<file path="src/rtl/score_sprite_reader.sv">
// Score overlay reader: keeps a 4-digit BCD score, latches it per frame, and fetches
// glyph texels from the digit SRAM on a fixed 2-cycle pixel pipeline.
module score_sprite_reader #(
  parameter int                    DATA_WIDTH = 12,
  parameter int                    ADDR_WIDTH = 16,
  parameter int                    DIGIT_W    = 16,
  parameter int                    DIGIT_H    = 32,
  parameter int                    X0         = 16,
  parameter int                    Y0         = 16,
  parameter logic [DATA_WIDTH-1:0] TRANSP     = 'h0F0
) (
  input  logic                  clk,
  input  logic                  reset_n,
  input  logic                  score_inc,
  input  logic                  score_clr,
  input  logic                  frame_start,
  input  logic                  pixel_req,
  input  logic [9:0]            pixel_x,
  input  logic [9:0]            pixel_y,
  output logic                  sram_en,
  output logic                  sram_we,
  output logic [ADDR_WIDTH-1:0] sram_addr,
  input  logic [DATA_WIDTH-1:0] sram_rdata,
  output logic                  pix_valid,
  output logic                  pix_hit,
  output logic [DATA_WIDTH-1:0] pix_rgb,
  output logic [15:0]           score_bcd
);

  localparam int CW = $clog2(DIGIT_W);
  localparam int RW = $clog2(DIGIT_H);
  localparam logic [10:0] X_LO = 11'(X0);
  localparam logic [10:0] X_HI = 11'(X0 + 4 * DIGIT_W);
  localparam logic [10:0] Y_LO = 11'(Y0);
  localparam logic [10:0] Y_HI = 11'(Y0 + DIGIT_H);

  logic [15:0]           live_q, live_d;
  logic [15:0]           disp_q, disp_d;
  logic                  carry;

  logic                  in_box;
  logic [CW+1:0]         dx;
  logic [RW-1:0]         dy;
  logic [1:0]            digit_k;
  logic [3:0]            glyph;
  logic                  blank;
  logic [ADDR_WIDTH-1:0] addr_calc;

  logic                  en1_q, en1_d;
  logic [ADDR_WIDTH-1:0] addr1_q, addr1_d;
  logic                  valid1_q, valid1_d;
  logic                  valid2_q, valid2_d;
  logic                  draw2_q, draw2_d;

  // Live score: clear wins over increment; increment saturates at 9999.
  always_comb begin
    live_d = live_q;
    carry  = 1'b1;
    if (score_clr) begin
      live_d = '0;
    end else if (score_inc && (live_q != 16'h9999)) begin
      for (int i = 0; i < 4; i++) begin
        if (carry) begin
          if (live_q[i*4 +: 4] == 4'd9) begin
            live_d[i*4 +: 4] = 4'd0;
          end else begin
            live_d[i*4 +: 4] = live_q[i*4 +: 4] + 4'd1;
            carry            = 1'b0;
          end
        end
      end
    end
    disp_d = frame_start ? live_q : disp_q;
  end

  // Low bits of the offset are exact inside the box, which is all that matters.
  always_comb begin
    in_box  = ({1'b0, pixel_x} >= X_LO) && ({1'b0, pixel_x} < X_HI) &&
              ({1'b0, pixel_y} >= Y_LO) && ({1'b0, pixel_y} < Y_HI);
    dx      = pixel_x[CW+1:0] - X_LO[CW+1:0];
    dy      = pixel_y[RW-1:0] - Y_LO[RW-1:0];
    digit_k = dx[CW+1:CW];
    glyph   = 4'd0;
    blank   = 1'b0;
    case (digit_k)
      2'd0: begin
        glyph = disp_q[15:12];
        blank = (disp_q[15:12] == 4'd0);
      end
      2'd1: begin
        glyph = disp_q[11:8];
        blank = (disp_q[15:8] == 8'd0);
      end
      2'd2: begin
        glyph = disp_q[7:4];
        blank = (disp_q[15:4] == 12'd0);
      end
      default: begin
        glyph = disp_q[3:0];
        blank = 1'b0;
      end
    endcase
    addr_calc = (ADDR_WIDTH'(glyph) << (CW + RW)) |
                (ADDR_WIDTH'(dy) << CW) |
                ADDR_WIDTH'(dx[CW-1:0]);
  end

  // Pipeline carries no backpressure: a pixel_req accepted at an edge always emerges
  // with pix_valid exactly two edges later, one pixel per cycle.
  always_comb begin
    en1_d    = pixel_req & in_box & ~blank;
    addr1_d  = en1_d ? addr_calc : addr1_q;
    valid1_d = pixel_req;
    valid2_d = valid1_q;
    draw2_d  = en1_q;
  end

  always_ff @(posedge clk or negedge reset_n) begin
    if (!reset_n) begin
      live_q   <= '0;
      disp_q   <= '0;
      en1_q    <= 1'b0;
      addr1_q  <= '0;
      valid1_q <= 1'b0;
      valid2_q <= 1'b0;
      draw2_q  <= 1'b0;
    end else begin
      live_q   <= live_d;
      disp_q   <= disp_d;
      en1_q    <= en1_d;
      addr1_q  <= addr1_d;
      valid1_q <= valid1_d;
      valid2_q <= valid2_d;
      draw2_q  <= draw2_d;
    end
  end

  // sram_rdata is the SRAM's own output register, aligned with the stage-2 flags.
  assign sram_en   = en1_q;
  assign sram_we   = 1'b0;
  assign sram_addr = addr1_q;
  assign pix_valid = valid2_q;
  assign pix_hit   = draw2_q & (sram_rdata != TRANSP);
  assign pix_rgb   = pix_hit ? sram_rdata : '0;
  assign score_bcd = live_q;

endmodule
</file>
<file path="config.mk">
export PLATFORM = sky130hd
export DESIGN_NAME = score_sprite_reader
export DESIGN_NICKNAME = d
export VERILOG_FILES = /design/src/rtl/score_sprite_reader.sv
export SDC_FILE = /design/constraint.sdc
export NUM_CORES = 1
export LEC_CHECK = 0
export BUFFER_PORTS_ARGS = -buffer_cell sky130_fd_sc_hd__buf_2
export CORE_MARGIN = 2
export CORE_UTILIZATION = 50
export DETAILED_ROUTE_END_ITERATION = 8
export GPL_ROUTABILITY_DRIVEN = 0
export PLACE_DENSITY_LB_ADDON = 0.05
export RECOVER_POWER = 25
export SLEW_MARGIN = 20
export SYNTH_ARGS = -nofsm -noshare
export SYNTH_HDL_FRONTEND = slang
export SYNTH_SLANG_ARGS = --single-unit
</file>
<file path="constraint.sdc">
create_clock -name clk -period 2 [get_ports clk]
set_input_delay 0.2 -clock clk [delete_from_list [all_inputs] [get_ports clk]]
set_output_delay 0.2 -clock clk [all_outputs]
set_load 0.01 [all_outputs]
</file>
# Word-level counts from Yosys, hierarchy flattened
# Index checks and enable logic that the tools add are counted.
# totals
register_bits	52
word_cells	72
# classes
n_addsub	6
magnitude_cmp	4
n_eq_ne	8
n_mux	23
bitwise	6
reduce_logical	15
# op_table
op	n
two-way mux 16 bit	2
two-way mux 4 bit	7
greater-or-equal comparator 10 x 5 -> 1 bit (second input constant)	2
adder 4 x 1 -> 4 bit (second input constant)	4
equality test 4 bit (second input constant)	4
!= test 16 bit (second input constant)	1
bitwise OR 13 x 4 -> 13 bit	1
bitwise OR 13 x 9 -> 13 bit	1
zero test 12 bit	1
two-way mux 12 bit	1
!= test 12 x 8 -> 1 bit (second input constant)	1
one-hot mux 4 bit (3 select lines)	1
two-way mux 1 bit	11
< comparator 10 x 6 -> 1 bit (second input constant)	1
< comparator 10 x 7 -> 1 bit (second input constant)	1
zero test 8 bit	1
nonzero test 2 bit	4
AND reduction 2 bit	3
subtractor 6 x 5 -> 6 bit (second input constant)	1
subtractor 5 bit (second input constant)	1
logical AND 1 bit	4
zero test 4 bit	1
AND 1 bit	3
one-hot mux 1 bit (3 select lines)	1
other kinds (4)	4

# Logic depth before layout (Yosys ltp)
# logic_depth
word_depth	13
mapped_depth	7
ltp_nobuf	6

# Least setup slack after synthesis
# OpenSTA, ideal clock, no wires.
# synth_timing
path_type	register to register
startpoint	reg live_q[1] (netlist: score_bcd[1])
endpoint	reg live_q[15] (netlist: score_bcd[15])
setup_time_ns	0.125
t_arrival_ns	1.669
setup_slack_ns	0.206
stages_incl_launch_ff	8
n_path_buf	1
path_cell_list	dfrtp_1 -> inv_1 -> ha_1 -> and4b_1 -> and4_1 -> clkbuf_2 -> nand4_1 -> mux2_2
# synth_via
elab_chain_len	12
# synth_rtl
element	line	rtl
start: declaration	37	logic [15:0] live_q, live_d;
start signal: assignment	128	live_q <= live_d;
equality test 4 bit	64	if (live_q[i*4 +: 4] == 4'd9) begin
two-way mux 1 bit	64	
two-way mux 1 bit	61	end else if (score_inc && (live_q != 16'h9999)) begin
two-way mux 1 bit	59	if (score_clr) begin
two-way mux 1 bit	63	if (carry) begin
two-way mux 1 bit	61	
two-way mux 1 bit	59	
two-way mux 1 bit	63	
two-way mux 1 bit	61	
two-way mux 1 bit	59	
nonzero test 2 bit (no line)	n/a	
AND reduction 2 bit (no line) (*)	n/a	
# Mark *: on every way between the ends. The rest lies on a longest branch, timed or not. The select of a mux whose other input is x is not followed.
# A chain may end at the register's enable or synchronous reset.

# Worst setup path in the final report
# layout_timing
startpoint	reg disp_q[6]
endpoint	reg addr1_q[1] (netlist: sram_addr[1])
# layout_via
elab_chain_len	4
# layout_rtl
element	line	rtl
start: declaration	38	logic [15:0] disp_q, disp_d;
start signal: assignment	129	disp_q <= disp_d;
zero test 12 bit	96	blank = (disp_q[15:4] == 12'd0);
one-hot mux 1 bit (3 select lines)	85	case (digit_k)
NOT 1 bit	111	en1_d = pixel_req & in_box & ~blank;
AND 1 bit	111	
end signal: assignment	131	addr1_q <= addr1_d;
end: declaration	50	logic [ADDR_WIDTH-1:0] addr1_q, addr1_d;
# No other way between the ends.

==> impl_metrics.sql <==
INSERT INTO impl_metrics (metric_group, metric, value, unit) VALUES
('status', 'run_status', 'finished clean', ''),
('die', 'row_count', '25', ''),
('clock_network', 'postCtsSetupBuffers', '0', ''),
('critical_path', 'ff2ff_path_depth', '5', ''),
('global_routing', 'grt_first_pass_wirelength', '8.74', 'mm'),
('detailed_routing', 'drc', '0', ''),
('pwr', 'leakagePower', '1.71', 'nW'),
('global_routing', 'first_global_vias', '1853', ''),
('final_layout', 'nets', '345', ''),
('detailed_routing', 'detailedRoute.firstPassIterationCount', '4', ''),
('critical_path', 'timing.critical_path.slowest_stage_cell', 'sky130_fd_sc_hd__dfrtp_1', ''),
('synth', 'yosys_register_bits', '49', ''),
('timing', 'min_period', '1810', 'ps'),
('synth', 'netlist.area_leader.share', '48.5', '%'),
('synth', 'adder_and_majority_cell_fraction_of_the_synthesized_area', '3.96', '%'),
('global_routing', 'grt_use_met2', '35.5', '%'),
('pwr', 'seq_power_share', '59.3', '%'),
('clock_network', 'cts_resized', '0', ''),
('synth', 'synth-edff-count', '0', ''),
('critical_path', 'cp_cell_sequence', 'o41ai_1, a31oi_1, o211ai_4, buf_12, mux2_2', ''),
('clock_network', 'cts_sinks', '49', ''),
('pwr', 'power.density', '545', 'nW/um^2'),
('clock_network', 'cts_root_buffer', 'sky130_fd_sc_hd__clkbuf_8', ''),
('timing', 'hold_viol', '0', ''),
('pwr', 'power.clock.fraction', '32.2', '%'),
('global_routing', 'gr-usage-met1', '26.9', '%'),
('timing', 'hold_slack', '32.5', 'ps'),
('pwr', 'comb_power_share', '8.5', '%'),
('detailed_routing', 'route.antenna.remaining_nets', '0', ''),
('timing', 'maxClockFrequency', '0.552', 'GHz'),
('synth', 'yosys-mux-area-fraction', '19.3', '%'),
('timing', 'rsz0062_at_grt', 'false', ''),
('placement', 'numPlacedInstances', '359', ''),
('timing', 'slew_viol_final', '0', ''),
('synth', 'synth-compound-area-share', '7.57', '%'),
('final_layout', 'number_of_diodes_added_for_antenna_fixing', '0', ''),
('critical_path', 'timing.rr.end', 'sram_addr[1]$_DFFE_PN0P_', ''),
('clock_network', 'tritoncts.num_buffers', '5', ''),
('detailed_routing', 'totalWireLength', '5.35', 'mm'),
('placement', 'placed_cell_area', '3040', 'sq um'),
('clock_network', 'clock_tree.htree_level_count', '2', ''),
('clock_network', 'cts_max_path_buffers', '2', ''),
('detailed_routing', 'viasPerCell', '5.29', ''),
('die', 'dieHeight', '75.1', 'um'),
('final_layout', 'final_cell_count_no_fill', '367', ''),
('die', 'design.core.area', '4790', 'sq um'),
('detailed_routing', 'num_vias', '1943', ''),
('synth', 'syn_area_per_cell', '12.2', 'sq um'),
('synth', 'synth-seq-area-share', '48.5', '%'),
('placement', 'buffer_ports.inserted', '81', ''),
('pwr', 'power.net_switching', '0.000390', 'W'),
('critical_path', 'critical_path_required', '2180', 'ps'),
('synth', 'synth.top_cells.by_area', 'sky130_fd_sc_hd__dfrtp_1 48%, sky130_fd_sc_hd__mux2_2 10%, sky130_fd_sc_hd__mux2_4 4.8%', ''),
('clock_network', 'tritoncts_clock_tree', 'built', ''),
('clock_network', 'clock_insertion_delay_worst_skew', '290', 'ps'),
('placement', 'detailedPlacementHpwl', '4.10', 'mm'),
('global_routing', 'grt_util_met3', '3.21', '%'),
('final_layout', 'final_design_area_no_fill', '3120', 'sq um'),
('critical_path', 'startpoint_type', 'flop', ''),
('die', 'initial_core_util', '52.8', '%'),
('critical_path', 'worstPathArrival', '1990', 'ps'),
('pwr', 'vdd_drop_max', '0.320', 'mV'),
('synth', 'synth_simple_gate_area_share', '14.9', '%'),
('global_routing', 'antenna_found_initial', '0', ''),
('synth', 'yosysWarnings', '0', ''),
('global_routing', 'grt-busiest-layer', 'met2', ''),
('critical_path', 'crit_path_max_incr_delay', '420', 'ps'),
('synth', 'dominant_cell_type_by_area_after_synthesis', 'sky130_fd_sc_hd__dfrtp_1', ''),
('synth', 'yosysUniqueCellTypes', '49', ''),
('die', 'die_area', '5640', 'sq um'),
('critical_path', 'end_kind', 'flop', '');
cells in the mapped netlist, types with 2 or more instances:
cell and number:
sky130_fd_sc_hd__buf_4 4, sky130_fd_sc_hd__o21ai_0 4, sky130_fd_sc_hd__mux4_1 2, sky130_fd_sc_hd__o31ai_1 2
sky130_fd_sc_hd__and3b_1 2, sky130_fd_sc_hd__clkbuf_1 4, sky130_fd_sc_hd__nor3_1 3, sky130_fd_sc_hd__nor2_1 12
sky130_fd_sc_hd__o41ai_1 2, sky130_fd_sc_hd__nor4b_1 3, sky130_fd_sc_hd__ha_1 8, sky130_fd_sc_hd__mux2_2 23
sky130_fd_sc_hd__dfrtp_1 49, sky130_fd_sc_hd__nand3b_1 4, sky130_fd_sc_hd__and4b_1 2, sky130_fd_sc_hd__and2_1 12
sky130_fd_sc_hd__inv_1 9, sky130_fd_sc_hd__a31oi_1 3, sky130_fd_sc_hd__or2_2 2, sky130_fd_sc_hd__nor4_1 3
sky130_fd_sc_hd__xnor2_1 2, sky130_fd_sc_hd__nand3_1 3, sky130_fd_sc_hd__a21oi_1 10, sky130_fd_sc_hd__nand2_1 8
sky130_fd_sc_hd__mux2_4 8
cells by family after synthesis:
logic type	Yosys count
other cells	1
flops	49
buf+inv	20
fa+ha+maj	8
mux	36
compound gates	28
simple gates	63
xor+xnor	3
worst register-to-register path, stage by stage, from the launching register on:
cell	delay [ps]
sky130_fd_sc_hd__dfrtp_1	420
sky130_fd_sc_hd__o41ai_1	370
sky130_fd_sc_hd__a31oi_1	190
sky130_fd_sc_hd__o211ai_4	210
sky130_fd_sc_hd__buf_12	180
sky130_fd_sc_hd__mux2_2	340
metal layers:
metal / share of wire (%) / vias up
met5: 0 / -
met4: 1.0 / 0
met3: 5.6 / 7
met2: 49 / 64
met1: 44 / 942
li1: - / 930
stage by stage:
stage          setup WS (ps)  power [W]  util [%]
2_1_floorplan            206    0.00110         -
3_3_place_gp             207    0.00117      63.6
3_5_place_dp             214    0.00118      63.6
4_1_cts                  190    0.00174      65.3
5_1_grt                 51.0    0.00179      65.2
6_report                 190    0.00170      65.2
layout make-up:
class / instances / area (sq um)
Multi-Input combinational cell: 142 / 1200
Clock inverter: 2 / 10.0
Sequential cell: 49 / 1230
Tap cell: 67 / 83.8
Timing Repair Buffer: 92 / 497
Fill cell: 402 / 1660
Inverter: 9 / 33.8
Clock buffer: 6 / 72.6
power groups by stage:
stage / registers, W / clock network, W / logic, W
global route: 0.00101 / 0.000618 / 0.000163
CTS: 0.00101 / 0.000578 / 0.000148
global placement: 0.00103 / 0 / 0.000146
floorplan: 0.00103 / 0 / 0.0000653
finish: 0.00101 / 0.000547 / 0.000145
detailed placement: 0.00103 / 0 / 0.000147
sequential cells by signal (all words and copies together), names as in the netlist:
| signal | count |
|---|---|
| disp_q | 16 |
| score_bcd | 16 |
| sram_addr | 13 |
| draw2_q | 1 |
| pix_valid | 1 |
| sram_en | 1 |
| valid1_q | 1 |
worst max path at each step:
stage / startpoint / endpoint / depth (start not counted)
finish: disp_q[6]$_DFFE_PN0P_ / sram_addr[1]$_DFFE_PN0P_ / 5
global route: disp_q[6]$_DFFE_PN0P_ / sram_addr[1]$_DFFE_PN0P_ / 5
CTS: score_bcd[1]$_DFFE_PN0P_ / score_bcd[15]$_DFFE_PN0P_ / 6
detailed placement: disp_q[13]$_DFFE_PN0P_ / sram_addr[1]$_DFFE_PN0P_ / 4
global placement: disp_q[5]$_DFFE_PN0P_ / sram_addr[0]$_DFFE_PN0P_ / 5
floorplan: score_bcd[1]$_DFFE_PN0P_ / score_bcd[15]$_DFFE_PN0P_ / 7
Note: power is estimated with default switching activity, not from simulation.
